--- src/rtl/fft_pkg.sv ---
// Shared FFT definitions: default sizes, serializer state encoding and
// the index bit-reversal helper used by both reorder paths.
package fft_pkg;

  localparam int SAMPLE_W_DEF = 16;
  localparam int N_POINTS_DEF = 64;
  localparam int LOG2_N_DEF   = 6;

  typedef enum logic {
    IDLE,
    STREAM
  } ser_state_e;

  // Reverse the low 'width' bits of idx; upper bits return as zero.
  function automatic logic [31:0] bitrev(
    input logic [31:0] idx,
    input int          width
  );
    logic [31:0] r;
    r = '0;
    for (int i = 0; i < 32; i++) begin
      if (i < width) begin
        r[5'(width - 1 - i)] = idx[5'(i)];
      end
    end
    return r;
  endfunction

endpackage

--- src/rtl/fft_frame_serializer.sv ---
// Parallel FFT frame in (valid/ready), one sample per beat out (valid/ready),
// natural or bit-reversed order chosen per frame.
// Ports:
//   clk, rst (async, active-low), flush_i (sync abort)
//   frame_i/frame_valid_i/bitrev_en_i/frame_ready_o : frame input side
//   sample_o/sample_idx_o/sample_last_o/sample_valid_o/sample_ready_i :
//     sample output side
module fft_frame_serializer
  import fft_pkg::*;
#(
  parameter int N_POINTS = N_POINTS_DEF,
  parameter int LOG2_N   = LOG2_N_DEF,
  parameter int SAMPLE_W = SAMPLE_W_DEF
) (
  input  logic                         clk,
  input  logic                         rst,
  input  logic                         flush_i,
  input  logic [N_POINTS*SAMPLE_W-1:0] frame_i,
  input  logic                         frame_valid_i,
  input  logic                         bitrev_en_i,
  output logic                         frame_ready_o,
  output logic [SAMPLE_W-1:0]          sample_o,
  output logic [LOG2_N-1:0]            sample_idx_o,
  output logic                         sample_last_o,
  output logic                         sample_valid_o,
  input  logic                         sample_ready_i
);

  ser_state_e                   state_q, state_d;
  logic [N_POINTS*SAMPLE_W-1:0] frame_q, frame_d;
  logic [LOG2_N-1:0]            cnt_q, cnt_d;
  logic                         rev_q, rev_d;

  logic                         streaming;
  logic                         last;
  logic                         beat;
  logic                         accept;
  logic [LOG2_N-1:0]            idx;
  logic [31:0]                  rev_idx;
  logic                         unused_rev;
  logic [SAMPLE_W-1:0]          words [N_POINTS];

  for (genvar k = 0; k < N_POINTS; k++) begin : g_word
    assign words[k] = frame_q[SAMPLE_W*k +: SAMPLE_W];
  end

  assign rev_idx    = bitrev({{(32-LOG2_N){1'b0}}, cnt_q}, LOG2_N);
  assign unused_rev = ^rev_idx[31:LOG2_N];
  assign idx        = rev_q ? rev_idx[LOG2_N-1:0] : cnt_q;

  assign streaming = (state_q == STREAM);
  assign last      = streaming && (cnt_q == LOG2_N'(N_POINTS - 1));
  assign beat      = streaming && sample_ready_i;

  // Ready during the last beat lets the next frame load with no bubble;
  // this makes frame_ready_o combinational on sample_ready_i.
  assign frame_ready_o = rst && !flush_i &&
                         (!streaming || (last && sample_ready_i));
  assign accept        = frame_valid_i && frame_ready_o;

  assign sample_valid_o = streaming;
  assign sample_last_o  = last;
  assign sample_idx_o   = streaming ? idx : '0;
  assign sample_o       = streaming ? words[idx] : '0;

  always_comb begin
    state_d = state_q;
    frame_d = frame_q;
    cnt_d   = cnt_q;
    rev_d   = rev_q;
    if (flush_i) begin
      state_d = IDLE;
      cnt_d   = '0;
      rev_d   = 1'b0;
    end else if (accept) begin
      state_d = STREAM;
      frame_d = frame_i;
      cnt_d   = '0;
      rev_d   = bitrev_en_i;
    end else if (beat) begin
      if (last) begin
        state_d = IDLE;
        cnt_d   = '0;
      end else begin
        cnt_d = cnt_q + LOG2_N'(1);
      end
    end
  end

  always_ff @(posedge clk or negedge rst) begin
    if (!rst) begin
      state_q <= IDLE;
      frame_q <= '0;
      cnt_q   <= '0;
      rev_q   <= 1'b0;
    end else begin
      state_q <= state_d;
      frame_q <= frame_d;
      cnt_q   <= cnt_d;
      rev_q   <= rev_d;
    end
  end

endmodule

--- config.mk ---
export PLATFORM = sky130hd
export DESIGN_NAME = fft_frame_serializer
export DESIGN_NICKNAME = d
export VERILOG_FILES = /design/src/rtl/fft_pkg.sv /design/src/rtl/fft_frame_serializer.sv
export SDC_FILE = /design/constraint.sdc
export NUM_CORES = 2
export LEC_CHECK = 0
export CAP_MARGIN = 0
export CORE_AREA = 2 2 414 416
export DETAILED_ROUTE_END_ITERATION = 7
export DIE_AREA = 0 0 416 418
export GPL_ROUTABILITY_DRIVEN = 0
export HOLD_SLACK_MARGIN = 0.08
export PLACE_DENSITY = 0.6
export SLEW_MARGIN = 30
export SYNTH_ARGS = -nofsm -noshare
export SYNTH_HDL_FRONTEND = slang
export SYNTH_SLANG_ARGS = --single-unit
--- constraint.sdc ---
create_clock -name clk -period 3.49 [get_ports clk]
set_clock_uncertainty 0.1 [all_clocks]
set_input_delay 0.8725 -clock clk [delete_from_list [all_inputs] [get_ports clk]]
set_output_delay 0.8725 -clock clk [all_outputs]
set_load 0.05 [all_outputs]
# [Yosys cells after proc, flatten, opt, wreduce, memory -nomap -nowiden]
# Index checks and enable logic that the tools add are counted.
[totals] ff_bits=1032 in_bits=1030
[op_classes] addsub=1 order_cmp=1 n_eq_ne=1 n_mux=16 bitwise=2 reduce_logical=14
[ops] cell="16-bit binary-select mux with 6-bit select" n=1
[ops] cell="16-bit two-way mux" n=3
[ops] cell="6-bit two-way mux" n=6
[ops] cell="7-bit >= comparator, second input constant" n=1
[ops] cell="6-bit NOT with 7-bit output" n=1
[ops] cell="6-bit by 1-bit adder with 6-bit output, second input constant" n=1
[ops] cell="6-bit == test, second input constant" n=1
[ops] cell="1-bit logical AND" n=6
[ops] cell="1-bit two-way mux" n=6
[ops] cell="3-bit nonzero test" n=2
[ops] cell="2-bit AND reduction" n=2
[ops] cell="1-bit zero test" n=2
[ops] cell="2-bit nonzero test" n=1
[ops] cell="1-bit logical OR" n=1
[ops] cell="1-bit NOT" n=1

# [Longest topological paths before layout]
[logic_depth] depth_word=8 depth_mapped=11 mapped_depth_nobuf=7

# [Worst setup path after synthesis]
# Ideal clock, no wire load.
[synth_path] path_kind="register to output" from="register rev_q" to="output sample_o[0]" t_arrival_ps=3350 slack_ps=-833 path_stages_with_launch=8 n_path_buf=1 cell_sequence="dfrtp_1 -> buf_2 -> o21a_1 -> nor2b_1 -> nand2_1 -> a311oi_1 -> a31oi_1 -> a221oi_1"
[synth_via] elab_chain_cells=6
[synth_rtl] item="start: declaration" line="fft_frame_serializer.sv:32" source="logic rev_q, rev_d;"
[synth_rtl] item="start signal: assignment" line="fft_frame_serializer.sv:100" source="rev_q <= rev_d;"
[synth_rtl] item="6-bit two-way mux" line="fft_frame_serializer.sv:49" source="assign idx = rev_q ? rev_idx[LOG2_N-1:0] : cnt_q;"
[synth_rtl] item="6-bit NOT with 7-bit output (implied by the code)" line="fft_frame_serializer.sv:64" source="assign sample_o = streaming ? words[idx] : '0;"
[synth_rtl] item="16-bit binary-select mux with 6-bit select" line="fft_frame_serializer.sv:64"
[synth_rtl] item="16-bit two-way mux (implied by the code) (2 in a row)" line="fft_frame_serializer.sv:64"
[synth_rtl] item="16-bit two-way mux" line="fft_frame_serializer.sv:64"
[synth_rtl] item="end: declaration" line="fft_frame_serializer.sv:22" source="output logic [SAMPLE_W-1:0] sample_o,"
# Every way passes these cells. The select of a mux whose other input is x is not followed.

# [Worst setup path after layout]
[layout_path] from="register rev_q" to="output sample_o[6]"
# Same word-level chain as after synthesis.

==> key figures <==
Job
  • Max Cap Viol: 0

Die
  • Die Area: 174000 um^2
  • Die height: about 420 um
  • Core Rows: roughly 150
  • Starting Density: 0.310
  • Io pins: approximately 1100
  • Chip width: 416 um
  • Core area: ~170000 um^2

Worst setup path
  • Slowest stage delay, CP: roughly 0.5 ns
  • Buf/Inv on CP: 4
  • CP Launch Type: flop
  • WP data arrival: approximately 3.7 ns
  • Top delay family on crit path: compound AO/OA/AOI/OAI gates
  • R2r setup slk: between 0.4 and 0.5 ns
  • CP most frequent cell: buf_12
  • Crit-path cells: buf_6 -> or2_4 -> buf_4 -> buf_12 -> o22ai_2 -> a22oi_2 -> a21oi_2 -> a2111oi_1 -> a311o_2 -> a221oi_4 -> buf_12
  • WP data required: 2.52 ns
  • CP Capture Type: output pin
  • Max FO, Critical Path: 6
  • Setup Crit Path Kind: reg2out
  • Slowest cell on crit path: dfrtp_4

Clock tree
  • CTS tree: done
  • CTS Buf Count: between 100 and 150
  • Clock tree sinks: between 1000 and 1500
  • CTS H-tree lvls: 3
  • Max Root-Sink Buffers: 3
  • Worst-Skew Late Latency: about 0.8 ns
  • Root buf cell: clkbuf_16
  • Clock slew at reported path FFs: 0.07 ns

Final layout
  • FILL cells: approximately 15000
  • Share of layout cells above drive strength 1: 0.199
  • Area grow syn2layout: 49.4%
  • Nets@finish: between 7000 and 8000
  • Design area: roughly 80000 um^2

Detailed routing
  • Vias per std cell: between 5 and 6
  • DRT Pass-1 Iters: 7
  • Total Routed Length: between 200000 and 300000 um
  • Antenna viol nets, final: 0
  • Initial DRC count: approximately 5000
  • Routed WL per cell: 29.5 um
  • Drt drc: 0
  • Via Count: 48400

Timing
  • Crit path setup slack, layout: -1.22 ns
  • Worst Max-Slew Pin Slew: about 0.8 ns
  • Unrepaired setup endpoints after global routing: yes
  • Setup violators final: 20
  • Final min period: 4.71 ns
  • Final period util: 1.35
  • Max Transition Viols Final: 0
  • Max Fclk: approximately 0.21 GHz
  • Rel. slew slack: 0.457
  • Final hold violation count: 0

Synthesis
  • Async SR Flop Fraction: 1.00
  • Xor/xnor share of the synthesized area: 0.000668
  • Mapped Area: ~52000 um^2
  • Mux cell area share after synthesis: 0.229
  • Count leader, synth: dfrtp_1
  • Distinct cells, synth: 54
  • EDFF count, synth: 0
  • Combinational family with the most area after synthesis: multiplexers
  • Post-synth top area share: 0.492
  • Compound-cell area share of the yosys netlist: 0.143
  • Seq cells post-synth: between 1000 and 1500
  • Synth cell count leaders: 1032 x dfrtp_1, 1000 x mux2_1, 925 x nor2_1
  • Syn Inst Count: ~5000
  • Post-Syn Nets: around 6000
  • Share of the yosys chip area belonging to registers: 0.492
  • Dominant synthesized flop cell: dfrtp_1
  • Adder-Cell Fraction of Synth Area: 0.000238
  • Largest area contributor in the netlist: dfrtp_1
  • Syn. warnings: 0
  • Simple-gate area share of the yosys netlist: 0.0878
  • Area contributors post-synth: dfrtp_1 49%, mux2_1 21%, nor2_1 6.6%, o22ai_1 5.2%, o21ai_0 2.9%
  • Syn Area/Cell: between 10 and 15 um^2

Global route
  • Number of global-route vias before repair: ~47000
  • Congestion Overflow GR: 0
  • Initial antenna violation count: roughly 140
  • Global Route Usage Sum: 0.284
  • Largest net degree at the start of global routing: around 160
  • First-pass GRT wire length: 352000 um

Placed design
  • Dpl cell area: roughly 69000 um^2
  • # port buffers: about 1100
  • Detail Placement HPWL: 195000 um

Status
  • Violated checks: setup timing
  • Outcome: finished, violations left

Power
  • Worst VDD drop: 0.000523 V
  • Leak: ~32 nW
  • PnR Total Power: between 30 and 40 mW
  • P per Cell Area: approximately 500 nW/um^2

Worst hold path
  • Worst hold path class: reg2reg
[metrics by stage]
stage	TNS [ns]	instances	setup WS [ns]	util	hold slack [ns]
after floorplan	-0.0598	4873	-0.0598	-	0.351
after global placement	-12.28	8273	-1.57	0.410	0.363
after detailed placement	-10.80	8275	-1.03	0.410	0.370
after CTS	-18.98	8587	-1.22	0.453	0.383
after global routing	-19.72	8727	-1.30	0.463	0.399
final	-18.15	8736	-1.22	0.463	0.379
[layout make-up]
| class | instances | area [um^2] | area share |
|---|---|---|---|
| Tap cell | 2218 | 2780 | 0.0354 |
| Timing Repair Buffer | 1719 | 18800 | 0.240 |
| Clock inverter | 51 | 688 | 0.00878 |
| Multi-Input combinational cell | 3436 | 26600 | 0.339 |
| Inverter | 5 | 18.8 | 0.000239 |
| Sequential cell | 1032 | 25800 | 0.330 |
| Antenna cell | 106 | 265 | 0.00338 |
| Clock buffer | 169 | 3450 | 0.0440 |
[cell families (layout without fill, tap and decap cells)]
kind of cell	after synthesis	after routing
other	0	106
buffers and inverters	405	1944
AND/OR/NAND/NOR	1142	1142
adder cells (fa/ha/maj)	1	1
XOR/XNOR	4	4
flip-flops	1032	1032
AO/OA/AOI/OAI	1224	1224
multiplexers	1065	1065
[worst paths after layout]
path	start	endpoint	cells past startpoint
max	rev_q	sample_o[6]	11
min	frame_q[531]	frame_q[531]	1
max reg2reg	cnt_q[5]	frame_q[753]	12
min reg2reg	frame_q[531]	frame_q[531]	1
max in group asynchronous	rst	frame_q[481]	5
min in group asynchronous	rst	sample_valid_o	2
[report_power, final]
group | internal [mW] | switching [mW] | total, mW
Clock | 7.89 | 5.49 | 13.4
Combinational | 4.59 | 4.06 | 8.65
Sequential | 14.7 | 2.35 | 17.1
Total | 27.2 | 11.9 | 39.1
[placed cells by master (no fill, tap or decap), types with 48 or more instances in the layout]
cell / n
o21ai_1: 52
clkdlybuf4s50_1: 1029
o22ai_2: 64
dfrtp_1: 1025
mux2_1: 1000
buf_6: 48
o21ai_0: 238
a21oi_2: 79
nor2_1: 907
clkbuf_16: 135
buf_4: 421
a22oi_1: 160
buf_12: 148
diode_2: 106
a21oi_1: 97
o22ai_1: 354
[state kept, by name, summed over array words and instances (netlist names)]
name and cells:
frame_q 1024, cnt_q 6, rev_q 1, sample_valid_o 1
[repair_timing]
| action | in CTS | in global routing |
|---|---|---|
| resized for setup | 401 | 221 |
| cloned | 20 | 15 |
| pin swaps | 106 | 109 |
| hold buffers | 1 | 0 |
| setup buffers | 73 | 31 |
| endpoints found under the hold margin | 9 | 0 |
| endpoints found under the setup margin | 24 | 21 |
[metal layers]
metal	share of wire	up-vias	global-route usage
met4	0.068	20	0.187
met3	0.081	617	0.0563
met1	0.38	24300	0.345
met2	0.47	2602	0.457
met5	0.00048	-	0
li1	-	20800	-
Note: power is estimated with default switching activity, not from simulation.
